### src/rtl/mesh_wormhole_pkg.sv
// Shared definitions for the mesh wormhole node: flit types and the output allocator FSM encoding.
package mesh_wormhole_pkg;

    localparam int unsigned FLIT_TYPE_W = 2;

    typedef enum logic [FLIT_TYPE_W-1:0] {
        FLIT_INVALID = 2'b00,
        FLIT_HEAD    = 2'b01,
        FLIT_BODY    = 2'b10,
        FLIT_TAIL    = 2'b11
    } flit_id_e;

    typedef enum logic {
        ST_IDLE   = 1'b0,
        ST_LOCKED = 1'b1
    } alloc_state_e;

endpackage

### src/rtl/hop_cnt_priority_arbiter.sv
// Combinational arbiter: picks the requester with the largest hop count, lowest index on ties.
module hop_cnt_priority_arbiter #(
    parameter int unsigned N     = 5,
    parameter int unsigned HOP_W = 4,
    parameter int unsigned IDX_W = 3
) (
    input  logic [N-1:0]       req,
    input  logic [N*HOP_W-1:0] hop_cnt,
    output logic [N-1:0]       gnt,
    output logic [IDX_W-1:0]   idx
);

    logic             found;
    logic [HOP_W-1:0] best_hop;

    // Strict greater-than keeps the earliest (lowest index) candidate on equal hop counts.
    always_comb begin
        found    = 1'b0;
        best_hop = '0;
        idx      = '0;
        for (int i = 0; i < int'(N); i++) begin
            if (req[i] && (!found || (hop_cnt[HOP_W*i +: HOP_W] > best_hop))) begin
                found    = 1'b1;
                best_hop = hop_cnt[HOP_W*i +: HOP_W];
                idx      = IDX_W'(i);
            end
        end
        gnt = found ? (N'(1) << idx) : '0;
    end

endmodule

### src/rtl/wormhole_output_allocator.sv
// Per-output allocator: grants one input VC by hop count and holds the lock until its tail flit passes.
module wormhole_output_allocator
    import mesh_wormhole_pkg::*;
#(
    parameter  int unsigned IN_N      = 5,
    parameter  int unsigned HOP_CNT_W = 4,
    parameter  int unsigned FLIT_ID_W = 2,
    localparam int unsigned SEL_W     = (IN_N > 1) ? $clog2(IN_N) : 1
) (
    input  logic                      clk_i,
    input  logic                      rst_ni,
    input  logic [IN_N-1:0]           req_i,
    input  logic [IN_N*HOP_CNT_W-1:0] hop_cnt_i,
    input  logic [IN_N*FLIT_ID_W-1:0] flit_id_i,
    input  logic [IN_N-1:0]           vc_vld_i,
    input  logic                      out_rdy_i,
    output logic [IN_N-1:0]           grant_o,
    output logic [SEL_W-1:0]          sel_o,
    output logic [IN_N-1:0]           vc_rd_o,
    output logic                      out_vld_o,
    output logic                      busy_o,
    output logic                      err_o
);

    alloc_state_e           state_q, state_d;
    logic [IN_N-1:0]        grant_q, grant_d;
    logic [SEL_W-1:0]       sel_q, sel_d;
    logic                   err_q, err_d;
    logic                   first_q, first_d;

    logic [IN_N-1:0]        arb_gnt;
    logic [SEL_W-1:0]       arb_idx;
    logic [FLIT_ID_W-1:0]   flit_g;
    logic                   vld_g;
    logic                   xfer;

    hop_cnt_priority_arbiter #(
        .N     (IN_N),
        .HOP_W (HOP_CNT_W),
        .IDX_W (SEL_W)
    ) u_arb (
        .req     (req_i),
        .hop_cnt (hop_cnt_i),
        .gnt     (arb_gnt),
        .idx     (arb_idx)
    );

    // Granted VC's front flit, selected through the one-hot grant.
    always_comb begin
        flit_g = '0;
        for (int i = 0; i < int'(IN_N); i++) begin
            if (grant_q[i]) begin
                flit_g = flit_g | flit_id_i[FLIT_ID_W*i +: FLIT_ID_W];
            end
        end
        vld_g = |(vc_vld_i & grant_q);
        xfer  = (state_q == ST_LOCKED) & vld_g & out_rdy_i;
    end

    always_comb begin
        state_d   = state_q;
        grant_d   = grant_q;
        sel_d     = sel_q;
        err_d     = err_q;
        first_d   = first_q;
        vc_rd_o   = '0;
        out_vld_o = 1'b0;
        case (state_q)
            ST_IDLE: begin
                if (|req_i) begin
                    state_d = ST_LOCKED;
                    grant_d = arb_gnt;
                    sel_d   = arb_idx;
                    first_d = 1'b1;
                end
            end
            ST_LOCKED: begin
                if (xfer) begin
                    vc_rd_o   = grant_q;
                    out_vld_o = 1'b1;
                    first_d   = 1'b0;
                    // A HEAD is only legal as the packet's first transfer.
                    if ((flit_g == FLIT_ID_W'(FLIT_INVALID)) ||
                        ((flit_g == FLIT_ID_W'(FLIT_HEAD)) && !first_q)) begin
                        err_d = 1'b1;
                    end
                    if (flit_g == FLIT_ID_W'(FLIT_TAIL)) begin
                        state_d = ST_IDLE;
                        grant_d = '0;
                        sel_d   = '0;
                    end
                end
            end
            default: begin
                state_d = ST_IDLE;
                grant_d = '0;
                sel_d   = '0;
            end
        endcase
    end

    always_ff @(posedge clk_i or negedge rst_ni) begin
        if (!rst_ni) begin
            state_q <= ST_IDLE;
            grant_q <= '0;
            sel_q   <= '0;
            err_q   <= 1'b0;
            first_q <= 1'b0;
        end else begin
            state_q <= state_d;
            grant_q <= grant_d;
            sel_q   <= sel_d;
            err_q   <= err_d;
            first_q <= first_d;
        end
    end

    assign grant_o = grant_q;
    assign sel_o   = sel_q;
    assign err_o   = err_q;
    assign busy_o  = (state_q == ST_LOCKED);

endmodule

### config.mk
export PLATFORM = sky130hd
export DESIGN_NAME = wormhole_output_allocator
export DESIGN_NICKNAME = d
export VERILOG_FILES = /design/src/rtl/mesh_wormhole_pkg.sv /design/src/rtl/hop_cnt_priority_arbiter.sv /design/src/rtl/wormhole_output_allocator.sv
export SDC_FILE = /design/constraint.sdc
export NUM_CORES = 1
export LEC_CHECK = 0
export ABC_AREA = 1
export ABC_CLOCK_PERIOD_IN_PS = 1540
export CORE_ASPECT_RATIO = 0.5
export CORE_MARGIN = 4
export CORE_UTILIZATION = 43
export DETAILED_ROUTE_END_ITERATION = 10
export GPL_ROUTABILITY_DRIVEN = 0
export PLACE_DENSITY = 0.9
export SYNTH_ARGS = -nofsm -noshare
export SYNTH_HDL_FRONTEND = slang
export SYNTH_HIERARCHICAL = 1
export SYNTH_SLANG_ARGS = --single-unit
### constraint.sdc
create_clock -name clk_i -period 1.54 [get_ports clk_i]
set_input_delay 0.385 -clock clk_i [delete_from_list [all_inputs] [get_ports clk_i]]
set_output_delay 0.385 -clock clk_i [all_outputs]
set_load 0.02 [all_outputs]
==> run metrics, run 1 <==
Exit stage global routing; Stop Error [ERROR GRT-0232] Routing congestion too high. Check the congestion heatmap in the GUI.; Mapped Avg Cell Area 6.406 sq um; post-synth cell types 25; Remaining Overflow, GRT 2; sequential-to-total area share from yosys stat roughly 20%; largest net degree at the start of global routing 12; Root Driver clkbuf_8; flops & latches, synth 11; row cnt 14; area post-placement ~2400 sq um; H-tree depth 1; Synth Warn # 6; total I/O pin count 59; Mapped Area 1390 sq um; cells after synthesis 217; pre-CTS WS -3.727 ns; TritonCTS Buffers 3; Mapped Nets between 200 and 300; Initial Util 45.61%; GR repair worst EP grant_o[0]$_DFFE_PN0P_/D; WEP type register data pin; outcome stopped before the end; clock sinks 11; Detail Placement HPWL 3.718 mm; hold_buf cts 0; gr usage total 46.97%; die height slightly below 50 um; CTS Buffer Depth 2; Port Buffers 58; die span in x 88.41 um
## cell families after synthesis
| kind of cell | after synthesis | synth area share [%] |
|---|---|---|
| AOI/OAI and AO/OA | 12 | 5.130 |
| DFF | 11 | 19.80 |
| adders and majority gates | 16 | 14.40 |
| buffers and inverters | 33 | 9.361 |
| and+or+nand+nor | 145 | 51.30 |
## layer usage
| metal | global-route usage [%] | overflow |
|---|---|---|
| met4 | 55.12 | 0 |
| met1 | 44.23 | 0 |
| met3 | 20.07 | 0 |
| met5 | 0 | 0 |
| met2 | 76.82 | 2 |
## timing repair
action	4_1_cts
pin swaps	49
gates resized for setup	101
buffers inserted	23
cloned	0
endpoints found under the setup margin	24
## metrics by stage
stage | hold slack (ns) | cells
CTS | 0.4754 | 382
detailed placement | 0.4700 | 355
global placement | 0.4536 | 355
floorplan | 0.08941 | 217
## synth_stat cells
cell      count  area (sq um)
a21oi_1       5         25.02
and2_1        4         25.02
buf_4         1         7.510
dfrtp_1      11         275.3
ha_1         16         200.2
inv_1        27         101.4
inv_2         4         15.01
inv_4         1         6.260
nand2_1      77         289.0
nand2_2       4         25.02
nand2_4       6         67.56
nand3_1      22         110.1
nand3_2       4         40.04
nand4_1       2         12.51
nor2_1       12         45.04
nor2_2        5         31.28
nor2_4        2         22.52
nor3_1        2         10.01
nor3_2        1         10.01
o21a_1        1         7.510
o21ai_0       3         15.01
o21ai_1       1         5.000
o21bai_1      1         7.510
o21bai_2      1         11.26
or2_1         4         25.02
==> run 2, diff against run 1 <==
- CORE_AREA: unset -> 4 4 65 67
- CORE_ASPECT_RATIO: 0.5 -> unset
- CORE_MARGIN: 4 -> unset
- CORE_UTILIZATION: 43 -> unset
- DIE_AREA: unset -> 0 0 69 71
- PLACE_DENSITY: 0.9 -> unset
- PLACE_DENSITY_LB_ADDON: unset -> 0.15
==> run 2 against run 1 <==
  * The flow now finishes, with violations (negative setup slack)
  * Synthesized cell count is the same
  * Area after synthesis is the same
==> run metrics, run 2 <==
outcome finished, violations left; failing checks negative setup slack; Mapped Area 1390 sq um (unchanged); type of the most critical hold path register to register; Multi-input gate area 1443 sq um; Remaining Overflow, GRT 0; Largest register FFs 5; Synth Warn # 6 (unchanged); area of the die just under 5000 sq um; cells after synthesis 217 (unchanged); EDFF count, synth 0 (unchanged); share of layout cells above drive strength 1 55.77%; Detail Route Antenna Nets 0; vias in the first global route between 1500 and 2000; most frequent cells in the layout buf_4, nand2_1, clkdlybuf4s50_1; Mapped Avg Cell Area 6.406 sq um (unchanged); final wirelength ~6.4 mm; FF-to-FF path depth 9; cell with the most instances after synthesis nand2_1; fill count 209; FF+latch area around 280 sq um; post-synthesis adder-cell area fraction 14.40% (unchanged); fmax 216.3 MHz; worst-margin pin slew 0.5049 ns; Slew HR 66.23%; fin crit share 300.2%; unrepaired setup endpoints after global routing true; Detail Placement HPWL 3.305 mm (-11%); row cnt 22 (+8); residual DRC count 0; Yosys top cell by area nand2_1; Most used DFF post-synth dfrtp_1; Nets approximately 420; worst setup margin -3.083 ns; Synth area leaders nand2_1, dfrtp_1, ha_1; TritonCTS Buffers 3 (unchanged); most instantiated cells after synthesis nand2_1, inv_1, nand3_1; DRT Pass-1 Iters 4; max_cap viols 0; Core Region 3633 sq um; top-area cell type share of the netlist area 20.79% (unchanged); WP data arrival 4.76 ns; crit path kind input pin to register; DR vias 2021; WP data required 1.67 ns; largest net degree at the start of global routing 12; Tmin final 4.623 ns; post-synth cell types 25 (unchanged); Root Driver clkbuf_8; Setup Skew 0.003615 ns; total I/O pin count 59 (unchanged); Iter 0 DRT Violations 51; CP max-delay cell or2_1; CTS tree yes; die span in x 69 um (-22%); sequential-to-total area share from yosys stat 19.80% (unchanged); commonest non-fill, non-tap cell in the layout buf_4; global-route wire length before repair approximately 9.0 mm; Hold Crit Depth 1; Post-Synth XOR/XNOR Area 0% (unchanged); Slowest Stage Delay on Critical Path 0.25 ns; CTS Buffer Depth 2 (unchanged); largest family of logic cells by synthesized area simple AND/OR/NAND/NOR gates; Max Slew Vio Count 0; Post-Synth Simple-Gate Area 51.31% (unchanged); Final Hold Viols 0; Clock Latency Late Sink approximately 0.24 ns; drt via density 5.015; antenna cells 0; initial antenna violation count 0; pre-CTS WS -3.546 ns (+0.1808 ns); flop2flop setup slack 0.18 ns; most frequent CP cell nand2_1; Mapped Nets 276 (unchanged); Pleak between 1.5 and 2 nW; Peak VDD IR 479.7 uV; die height 71 um (+47%); Overall Power 0.002952 W; CP Launch Type input pin; worst-path fanout max 5; mux contribution to synthesized area 0% (unchanged); Final setup viols 16; Worst-path clk slew roughly 0.050 ns; CP endpoint kind register; Initial Util 38.26% (-7.3 points); H-tree depth 1 (unchanged); hold_buf cts 0 (unchanged); Power Density 949.7 nW/um^2; Port Buffers 58 (unchanged); Synth Area in Compound Gates 5.131% (unchanged); flops & latches, synth 11 (unchanged); gr usage total 22.32%; asr flop ratio synth 100.0% (unchanged); clock sinks 11 (unchanged); Layout Area Growth over Synthesis 123.6%; WL/cell 15.77 um
-- run 2: layout make-up --
cell class,instances,share of cell area [%]
multi-input combinational,174,46.42
timing repair buffer,134,36.92
sequential,11,8.937
inverter,32,4.348
tap,48,1.932
clock buffer,4,1.449
-- run 2: kinds of logic (layout without fill, tap and decap cells) --
kind of cell | count (synthesis) | in the layout
AO/OA/AOI/OAI | 12 | 12
AND/OR/NAND/NOR | 145 | 146
buffers and inverters | 33 | 170
adder cells (fa/ha/maj) | 16 | 16
flip-flops | 11 | 11
-- run 2: path summary, 6_finish.rpt --
check / start / to
worst max register to register: grant_o[4] / grant_o[0]
worst min register to register: err_o / err_o
max in group asynchronous: rst_ni / grant_o[3]
worst max-delay path: req_i[0] / sel_o[0]
worst min-delay path: err_o / err_o
min in group asynchronous: rst_ni / sel_o[2]
-- run 2: report_power, final --
| part | total (W) | internal, W | switching [W] | leakage [nW] |
|---|---|---|---|---|
| combinational | 0.00219 | 0.00103 | 0.00116 | 1.43 |
| sequential | 0.000472 | 0.000408 | 0.0000637 | 0.133 |
| clock | 0.000293 | 0.000182 | 0.000111 | 0.0228 |
| total | 0.00295 | 0.00162 | 0.00133 | 1.59 |
-- run 2: timing repair --
action | in CTS | in global routing
resized for setup | 125 | 60
setup endpoints to repair | 24 | 16
endpoints found under the hold margin | 0 | 0
pin swaps | 50 | 43
gates cloned | 1 | 0
setup buffers | 35 | 5
-- run 2: per-layer routing --
layer  GRT usage (%)  wire length (um)  up-vias
met5               0                 0        -
met4           11.06               339        0
li1                -                 -      964
met1           22.83              2433      929
met3           2.983               338       30
met2           43.96              3243       98
-- run 2: worst max-delay path, delay by kind of cell --
kind,cells,cell delay (ns)
buffers and inverters,9,0.75
adder cells (fa/ha/maj),4,0.77
AND/OR/NAND/NOR,29,2.53
AO/OA/AOI/OAI,3,0.29
-- run 2: through the flow --
stage                     TNS, ns  cell area (sq um)  hold WS (ns)  util, %  std cells
after floorplan            -20.51               1486       0.08941        -        217
after detailed placement   -32.73               2412        0.4697    66.39        361
after CTS                  -23.14               2902        0.4753    79.86        400
after global routing       -27.91               3108        0.4988    85.54        403
final                      -25.40               3108        0.4665    85.54        403
after global placement     -32.15               2412        0.4515    66.39        361
Note: power is estimated with default switching activity, not from simulation.
